`config.mk`:
```
export PLATFORM = sky130hd
export DESIGN_NAME = seg7_scan_driver
export DESIGN_NICKNAME = d
export VERILOG_FILES = /design/src/rtl/seg7_pkg.sv /design/src/rtl/seg7_encode.sv /design/src/rtl/seg7_scan_driver.sv
export SDC_FILE = /design/constraint.sdc
export NUM_CORES = 1
export LEC_CHECK = 0
export ABC_AREA = 1
export BUFFER_PORTS_ARGS = -buffer_cell sky130_fd_sc_hd__buf_2
export CAP_MARGIN = 0
export CORE_MARGIN = 1
export CORE_UTILIZATION = 40
export CTS_CLUSTER_SIZE = 12
export DETAILED_ROUTE_END_ITERATION = 10
export SETUP_SLACK_MARGIN = 0.4
export SLEW_MARGIN = 20
export SYNTH_ARGS = -nofsm -noshare
export SYNTH_HDL_FRONTEND = slang
export SYNTH_SLANG_ARGS = --single-unit
```
`constraint.sdc`:
```
create_clock -name clk -period 2.7 [get_ports clk]
set_input_delay 0.54 -clock clk [delete_from_list [all_inputs] [get_ports clk]]
set_output_delay 0.54 -clock clk [all_outputs]
set_load 0.01 [all_outputs]
```
`src/rtl/seg7_pkg.sv`:
```
// Shared types and constants for the multiplexed seven-segment scan driver.
// Holds the hex segment table (active-low, bit order {g,f,e,d,c,b,a}),
// the all-dark pattern and the segment bit-index enumeration.
// Optional feature macro used by the top: SEG7_LEADING_ZERO_BLANK_EN.
package seg7_pkg;

   localparam int unsigned SEG_W = 7;
   localparam int unsigned NIB_W = 4;

   typedef logic [NIB_W-1:0] nibble_t;
   typedef logic [SEG_W-1:0] seg_t;

   // Bit position of each segment inside a seg_t.
   typedef enum logic [2:0] {
      SEG_A = 3'd0,
      SEG_B = 3'd1,
      SEG_C = 3'd2,
      SEG_D = 3'd3,
      SEG_E = 3'd4,
      SEG_F = 3'd5,
      SEG_G = 3'd6
   } seg_idx_e;

   localparam seg_t SEG_OFF = 7'b1111111;

   // Active-low glyphs for 0..F, indexed by nibble value.
   localparam seg_t SEG_TABLE [16] = '{
      7'b1000000,  // 0
      7'b1111001,  // 1
      7'b0100100,  // 2
      7'b0110000,  // 3
      7'b0011001,  // 4
      7'b0010010,  // 5
      7'b0000010,  // 6
      7'b1111000,  // 7
      7'b0000000,  // 8
      7'b0010000,  // 9
      7'b0001000,  // A
      7'b0000011,  // b
      7'b1000110,  // C
      7'b0100001,  // d
      7'b0000110,  // E
      7'b0001110   // F
   };

endpackage : seg7_pkg

```
`src/rtl/seg7_encode.sv`:
```
// Combinational hex-nibble to seven-segment encoder.
// Ports:
//   nib_i   - 4-bit hex value
//   seg_c_o - 7-bit active-low pattern {g,f,e,d,c,b,a} (combinational)
module seg7_encode
   import seg7_pkg::*;
(
   input  logic [NIB_W-1:0] nib_i,
   output logic [SEG_W-1:0] seg_c_o
);

   // Straight table lookup.
   always_comb begin
      seg_c_o = SEG_TABLE[nib_i];
   end

endmodule : seg7_encode

```
`src/rtl/seg7_scan_driver.sv`:
```
// Time-multiplexed seven-segment display driver.
// A refresh divider splits time into slots of REFRESH_DIV cycles; each slot
// lights one digit, rotating 0..NUM_DIGITS-1. The first cycle of every slot
// has all anodes dark to avoid ghosting while segments switch.
// Ports:
//   clk, rst    - clock, synchronous active-high reset
//   data        - 4*NUM_DIGITS hex nibbles, digit 0 in bits [3:0]
//   dp, blank   - per-digit decimal point request / force-dark
//   load        - capture data/dp/blank into shadow registers
//   seg, dp_n   - active-low segment and decimal point drives (registered)
//   an          - active-low digit anodes (registered)
//   frame_tick  - one-cycle pulse after the last slot of a scan
// Optional: define SEG7_LEADING_ZERO_BLANK_EN to auto-blank leading zeros.
module seg7_scan_driver
   import seg7_pkg::*;
#(
   parameter int unsigned NUM_DIGITS  = 4,
   parameter int unsigned REFRESH_DIV = 50000
) (
   input  logic                        clk,
   input  logic                        rst,
   input  logic [NIB_W*NUM_DIGITS-1:0] data,
   input  logic [NUM_DIGITS-1:0]       dp,
   input  logic [NUM_DIGITS-1:0]       blank,
   input  logic                        load,
   output logic [SEG_W-1:0]            seg,
   output logic                        dp_n,
   output logic [NUM_DIGITS-1:0]       an,
   output logic                        frame_tick
);

   localparam int unsigned IDX_W  = (NUM_DIGITS > 1) ? $clog2(NUM_DIGITS) : 1;
   localparam int unsigned DIV_W  = $clog2(REFRESH_DIV);
   localparam int unsigned DATA_W = NIB_W * NUM_DIGITS;

   logic [DIV_W-1:0]      div_q,   div_d;
   logic [IDX_W-1:0]      idx_q,   idx_d;
   logic [DATA_W-1:0]     data_q,  data_d;
   logic [NUM_DIGITS-1:0] dp_q,    dp_d;
   logic [NUM_DIGITS-1:0] blank_q, blank_d;
   logic [SEG_W-1:0]      seg_q,   seg_d;
   logic                  dpn_q,   dpn_d;
   logic [NUM_DIGITS-1:0] an_q,    an_d;
   logic                  ft_q,    ft_d;

   logic                  tc_c;
   logic                  last_c;
   logic [NIB_W-1:0]      nib_c;
   logic [SEG_W-1:0]      enc_c;
   logic                  dp_sel_c;
   logic                  blank_sel_c;
   logic                  lz_sel_c;
   logic [NUM_DIGITS-1:0] lz_c;

   assign tc_c   = (div_q == DIV_W'(REFRESH_DIV - 1));
   assign last_c = (idx_q == IDX_W'(NUM_DIGITS - 1));

   // Leading-zero suppression: digit i>0 goes dark while it and every higher
   // nibble are zero, unless its own decimal point is requested.
`ifdef SEG7_LEADING_ZERO_BLANK_EN
   logic hi_zero_c;
   always_comb begin
      lz_c      = '0;
      hi_zero_c = 1'b1;
      for (int i = int'(NUM_DIGITS) - 1; i >= 1; i--) begin
         hi_zero_c = hi_zero_c & (data_q[NIB_W*i +: NIB_W] == '0);
         lz_c[i]   = hi_zero_c & ~dp_q[i];
      end
   end
`else
   always_comb begin
      lz_c = '0;
   end
`endif

   // Select the shadow contents of the digit currently being scanned.
   always_comb begin
      nib_c       = '0;
      dp_sel_c    = 1'b0;
      blank_sel_c = 1'b0;
      lz_sel_c    = 1'b0;
      for (int i = 0; i < int'(NUM_DIGITS); i++) begin
         if (idx_q == IDX_W'(i)) begin
            nib_c       = data_q[NIB_W*i +: NIB_W];
            dp_sel_c    = dp_q[i];
            blank_sel_c = blank_q[i];
            lz_sel_c    = lz_c[i];
         end
      end
   end

   seg7_encode u_encode (
      .nib_i   (nib_c),
      .seg_c_o (enc_c)
   );

   // Next-state: divider, digit index, shadow capture and output image.
   always_comb begin
      div_d   = tc_c ? '0 : div_q + DIV_W'(1);
      idx_d   = idx_q;
      data_d  = data_q;
      dp_d    = dp_q;
      blank_d = blank_q;
      seg_d   = SEG_OFF;
      dpn_d   = 1'b1;
      an_d    = '1;
      ft_d    = tc_c & last_c;

      if (tc_c) begin
         idx_d = last_c ? '0 : idx_q + IDX_W'(1);
      end

      if (load) begin
         data_d  = data;
         dp_d    = dp;
         blank_d = blank;
      end

      if (!(blank_sel_c | lz_sel_c)) begin
         seg_d = enc_c;
         dpn_d = ~dp_sel_c;
      end

      // Anodes stay dark for the first cycle of each slot.
      if (div_q != '0) begin
         for (int i = 0; i < int'(NUM_DIGITS); i++) begin
            if (idx_q == IDX_W'(i)) begin
               an_d[i] = 1'b0;
            end
         end
      end
   end

   always_ff @(posedge clk) begin
      if (rst) begin
         div_q   <= '0;
         idx_q   <= '0;
         data_q  <= '0;
         dp_q    <= '0;
         blank_q <= '1;
         seg_q   <= SEG_OFF;
         dpn_q   <= 1'b1;
         an_q    <= '1;
         ft_q    <= 1'b0;
      end else begin
         div_q   <= div_d;
         idx_q   <= idx_d;
         data_q  <= data_d;
         dp_q    <= dp_d;
         blank_q <= blank_d;
         seg_q   <= seg_d;
         dpn_q   <= dpn_d;
         an_q    <= an_d;
         ft_q    <= ft_d;
      end
   end

   assign seg        = seg_q;
   assign dp_n       = dpn_q;
   assign an         = an_q;
   assign frame_tick = ft_q;

endmodule : seg7_scan_driver

```
# == Word level (Yosys, flattened, before mapping) ==
# Memories as Yosys holds them, arrays and structs flattened. A register that Yosys moved wholly into a read port is not among the register bits.
# Index checks and enable logic that the tools add are counted.
# word_totals
reg_bits,48
rom_bits,112
memories,1
latchBits,0
in_bits,27
word_cells,41
ram_bits,0
# memory_table
memory,words,width,read_ports,rd_ports_with_merged_regs,write_ports,line,source
(name not given),16,7,1,1,0,seg7_encode.sv:14,seg_c_o = SEG_TABLE[nib_i];
# op_classes
reduce_logical,5
order_cmp,0
div,0
addsub,2
shift,0
n_bitwise,4
n_eq_ne,4
n_mux,17
multipliers,0
# ops
operator,n
$add 16x1->16 const B,1
$eq 16x16->1 const B,1
$mux 4,4
$reduce_bool 16->1,1
$mux 1,12
$reduce_or 2->1,3
$not 4->5,1
$eq 2x2->1 const B,2
$add 2x1->2 const B,1
$eq 2x1->1 const B,1
$logic_not 2->1,1
$mux 2,1
$not 1->1,2
$and 1x1->1,1

# == Logic depth before layout (Yosys ltp) ==
# logic_depth
word_depth,6
depth_mapped,14

# == By module ==
# Synthesis repeated with hierarchy kept, for this count alone.
# unflattened
cells_unflattened,382
hier_area_um2,2656.3
# modules_own_cells
mod,cells_each,area_per_inst_um2,n_inst,seq_area_each_um2
seg7_scan_driver,333,2382.3,1,1101.1
seg7_encode,49,274.0,1,0.0

# == Worst setup path before layout ==
# OpenSTA, ideal clock, no wires.
# synth_timing
path_kind,reg2reg
start,reg idx_q[0]
end,reg seg_q[1] (netlist: seg[1])
arrival_ps,1759
path_stages_with_launch,10
required_time_ps,2583
n_path_buf,1
synth_period_minus_slack_ps,1876
path_slack_ps,824
setup_time_ps,117
path_cell_list,dfxtp_1 ha_1 buf_2 inv_1 o21ai_0 ha_1 inv_1 nor2_1 a21oi_1 nand2_1
# synth_via
elab_chain_len,6
elab_cells_between_ends,14
cone_classes,eq/ne (3); mux (8); bitwise (1); reduce/logical (2)
# synth_rtl
item,line,source
from (decl),seg7_scan_driver.sv:37,"logic [IDX_W-1:0] idx_q, idx_d;"
from (signal assigned),seg7_scan_driver.sv:147,idx_q <= idx_d;
$logic_not 2->1,seg7_scan_driver.sv:83,if (idx_q == IDX_W'(i)) begin
$mux 1 or $mux 4 (tied branches) (4 in a row),seg7_scan_driver.sv:83,
$reduce_or 2->1 (no source line) or $not 4->5 (tied branches),--,
to (decl),seg7_scan_driver.sv:41,"logic [SEG_W-1:0] seg_q, seg_d;"
# Parallel ways exist; a longest one is shown, timed or not.
# A chain may end at the register's enable or synchronous reset.

# == Final worst setup path ==
# Ends and elaborated chain as after synthesis.

==> out/results.txt <==
The area growth from synthesis to layout is 14.6%. The xor/xnor share of the synthesized area was 1.36%; the remaining antenna violation count was 0. For this run the aggregate overflow at the end of global routing stands at 0. The type of the worst setup path was flip-flop to flip-flop. Counting distinct cell types in the post-synthesis netlist gives 26. The complex-gate fraction of the synthesized area was 9.64%; the final non-filler cell total was 478.

The instance count after placement with tap cells included is 470, and the detailed-route vias per instance is 4.74. The logs give 441 for the number of nets in the layout and 1976 for the via count of the first global-routing pass. When the netlist entered floorplanning its net count stood at 401. The floorplan row count came out at 28. The share of total power consumed by net switching was 24.7%; the number of antenna diodes was 0.

The tools report the H-tree level count as 2. Wires add up to 5440 um. The logs give 0 for the number of failing setup endpoints in the final timing report and 0.900 for the routability congestion estimate. Along the worst path, the maximum fanout reaches 7. The run gives 649 ps as the pre-CTS worst setup slack.

The kind of end point of the critical path is a flip-flop. For the setup total negative slack, the log shows 0 ps. Sequential elements use 42.8% of the synthesized area. For this configuration, the core starts out at a cell density of 42.4%. Number of pins with negative max-slew slack in the final report: 0. The share of Yosys cell area claimed by the top area cell type was 42.8%. On the critical path, the stage with the largest delay is an instance of sky130_fd_sc_hd__dfxtp_1. The clock passes through at most 2 buffers.

The leakage power total is 1.29 nW. Final routed DRC violation total: 0. The worst setup path is launched from a flip-flop.

Across all setup checks in the final design, the least slack found is 628 ps. The final critical-path share of the clock period is 76.7%. Detailed routing inserted a total of 2265 vias. Headroom to the max-slew limit came out at 59.2%. The tree is rooted in a sky130_fd_sc_hd__clkbuf_8.

The first global-routing pass estimated 9000 um of wire. The post-DP HPWL was 4130 um. The floorplan step set the die width to 82.2 um. The sequential fraction of design power is 57.0%, and the register bit count reported by yosys is 55. The area share of fa/ha/maj cells after synthesis works out to 5.84%. In this run, the number of DRC markers left after iteration 0 of detailed routing was 121.

The most frequently used cell type in the post-synthesis netlist is sky130_fd_sc_hd__nand2_1. The transition time of the tightest slew-check pin was 606 ps; the post-synthesis share of cell area spent on and, or, nand and nor gates was 33.1%. The synthesized area divided by synthesized cell count came out at 7.10 um2. Data required time at the worst endpoint: 2910 ps. The worst hold path belongs to the class primary input to flip-flop. The run finished with clean final reports.

For this design, the sink count on the clock tree is 55. Dividing the detail-routed wire length by the instance count gives 11.4 um. Post-CTS setup-driven buffer insertion count: 0. Hold violation count in the final report: 0. After synthesis, the share of flip-flops with an asynchronous set or reset is 0%. The number of antenna violations at the first check in global routing was 0; the mux contribution to synthesized area was 0%.

The total power draw is 1.52 mW, and the total power divided by cell area is 515 nW/um2. The biggest cell delay along the critical path is 410 ps, and the worst path buffer plus inverter count is 3. Setup repair after global routing left no endpoint under its margin.

The critical path goes through inv_1, ha_1, inv_2, nand3_1, nand2_1, o21ai_0, ha_1, inv_1, nor2_1, a21oi_1, nand2_1. Of the cells placed in the final design, the portion with a size suffix greater than 1 is 16.4%. The commonest cells after synthesis are sky130_fd_sc_hd__nand2_1 (75), sky130_fd_sc_hd__nor2_1 (64), sky130_fd_sc_hd__dfxtp_1 (55).

Synthesis handed over a netlist of 362 instances. The dominant register cell in the synthesized netlist is sky130_fd_sc_hd__dfxtp_1. The tools report the aggregate global-route resource usage as 17.8%. sky130_fd_sc_hd__dfxtp_1 takes more of the synthesized area than any other cell. For flop-to-flop paths, the worst setup slack is 630 ps.

40 I/O pins were placed. In this run the power spent charging and discharging nets is 375 uW. For the number of gates resized after CTS, the log shows 0.

The logs give 6.97 ps for the worst-case clock skew and 655 for the number of filler instances in the final layout. The tool flagged a number of max-cap violations equal to 0. STA puts the critical path data arrival time at 2280 ps. The die covers 6750 um2. The later-pin clock latency in the skew report came out at 310 ps. Combinational logic burns 10.5% of the power.

The clock network burns 32.5% of the power. Summing every instance area after synthesis gives 2570 um2. In this run, CTS created clock tree buffers numbering 5. By area the synthesized netlist is led by sky130_fd_sc_hd__dfxtp_1 (43%), sky130_fd_sc_hd__nand2_1 (11%), sky130_fd_sc_hd__nor2_1 (9.3%). The tools report the maximum number of pins on one net before global-route repair as 23. The count of flip-flops with a built-in enable after synthesis is 0, and the area of the core is 6060 um2. From bottom edge to top edge, the die measures 82.2 um.

The count of buffers added on input and output ports is 39. The final period demand of the worst path was 2070 ps; the number of detailed-routing iterations run before antenna repair was 4. In this design, the largest share of critical-path delay is due to adder cells. The clock-pin slew on the worst setup and hold paths is 100 ps. The peak clock frequency supported by timing is 483 MHz, and the hold buffer count at cts is 0.

The run gives 0 as the number of synthesis warnings. By area, the combinational part of the netlist is dominated by simple AND/OR/NAND/NOR gates. Cell internal power was estimated by the tool at 1.14 mW. The highest ir drop seen on vdd came out at 247 uV. TritonCTS built the clock tree.
per-stage QoR:
step | util (%) | cell area [um2] | hold WS (ps)
finish | 48.6 | 2950 | 435
detailed placement | 46.9 | 2840 | 456
global route | 48.6 | 2950 | 440
global placement | 46.9 | 2840 | 442
CTS | 48.6 | 2950 | 423
floorplan | - | 2570 | 429
layout by cell type (no fill, tap or decap):
cell type / n
sky130_fd_sc_hd__a21oi_1: 20
sky130_fd_sc_hd__buf_2: 39
sky130_fd_sc_hd__buf_4: 4
sky130_fd_sc_hd__clkbuf_8: 7
sky130_fd_sc_hd__clkinv_1: 1
sky130_fd_sc_hd__clkinvlp_4: 1
sky130_fd_sc_hd__dfxtp_1: 55
sky130_fd_sc_hd__ha_1: 12
sky130_fd_sc_hd__inv_1: 30
sky130_fd_sc_hd__inv_2: 6
sky130_fd_sc_hd__nand2_1: 75
sky130_fd_sc_hd__nand2_2: 3
sky130_fd_sc_hd__nand2_4: 2
sky130_fd_sc_hd__nand3_1: 32
sky130_fd_sc_hd__nand4_1: 5
sky130_fd_sc_hd__nor2_1: 64
sky130_fd_sc_hd__nor2_2: 2
sky130_fd_sc_hd__nor2_4: 2
sky130_fd_sc_hd__nor3_1: 5
sky130_fd_sc_hd__nor3b_1: 3
sky130_fd_sc_hd__nor4_1: 1
sky130_fd_sc_hd__o211ai_1: 1
sky130_fd_sc_hd__o21ai_0: 27
sky130_fd_sc_hd__o21ai_1: 1
sky130_fd_sc_hd__or2_0: 1
sky130_fd_sc_hd__xnor2_1: 1
sky130_fd_sc_hd__xor2_1: 3
state kept, by name, indices dropped and copies added (netlist names):
signal      flops
data_q         16
blank_q         4
dp_n            1
seg             7
div_q          16
dp_q            4
an              4
idx_q           2
frame_tick      1
logic make-up after synthesis:
group                      count (synthesis)
AOI/OAI and AO/OA                         49
xor gates and xnor gates                   4
adders and majority gates                 12
buffers and inverters                     47
DFF                                       55
and+or+nand+nor                          195
worst register-to-register path: cells and delay by family (launching register included):
family	cells	cell delay [ps]
adders and majority gates	2	650
buffers and inverters	3	280
AOI/OAI and AO/OA	2	340
DFF	1	410
and+or+nand+nor	4	280
per-layer routing:
layer | vias to the layer above | global-route usage, % | routed length [um]
li1 | 1234 | - | -
met1 | 974 | 25.7 | 2860
met2 | 47 | 25.6 | 2270
met3 | 10 | 3.85 | 220
met4 | 0 | 6.67 | 94
met5 | - | 0 | 0
worst paths after layout:
path | endpoint | cells after the start | start
min reg2reg | div_q[0]$_SDFF_PP0_ | 1 | div_q[0]$_SDFF_PP0_
max reg2reg | seg[1]$_SDFF_PP1_ | 11 | idx_q[0]$_SDFFE_PP0N_
min | blank_q[2]$_SDFFE_PP1P_ | 3 | blank[2]
max | seg[1]$_SDFF_PP1_ | 11 | idx_q[0]$_SDFFE_PP0N_
area by class of cell:
| cell class | count | area (um2) | area share, % |
|---|---|---|---|
| clock buffer | 7 | 96.3 | 3.27 |
| sequential | 55 | 1100 | 37.4 |
| tap | 75 | 93.8 | 3.19 |
| multi-input combinational | 260 | 1280 | 43.5 |
| clock inverter | 1 | 7.51 | 0.255 |
| inverter | 37 | 139 | 4.72 |
| timing repair buffer | 43 | 225 | 7.65 |
power groups by stage:
stage               sequential, mW  clock [mW]  combinational, mW
finish                       0.865       0.493              0.159
global placement             0.884           0              0.158
floorplan                    0.881           0              0.104
detailed placement           0.884           0              0.159
global route                 0.870       0.543              0.185
CTS                          0.866       0.519              0.160
Note: power is estimated with default switching activity, not from simulation.
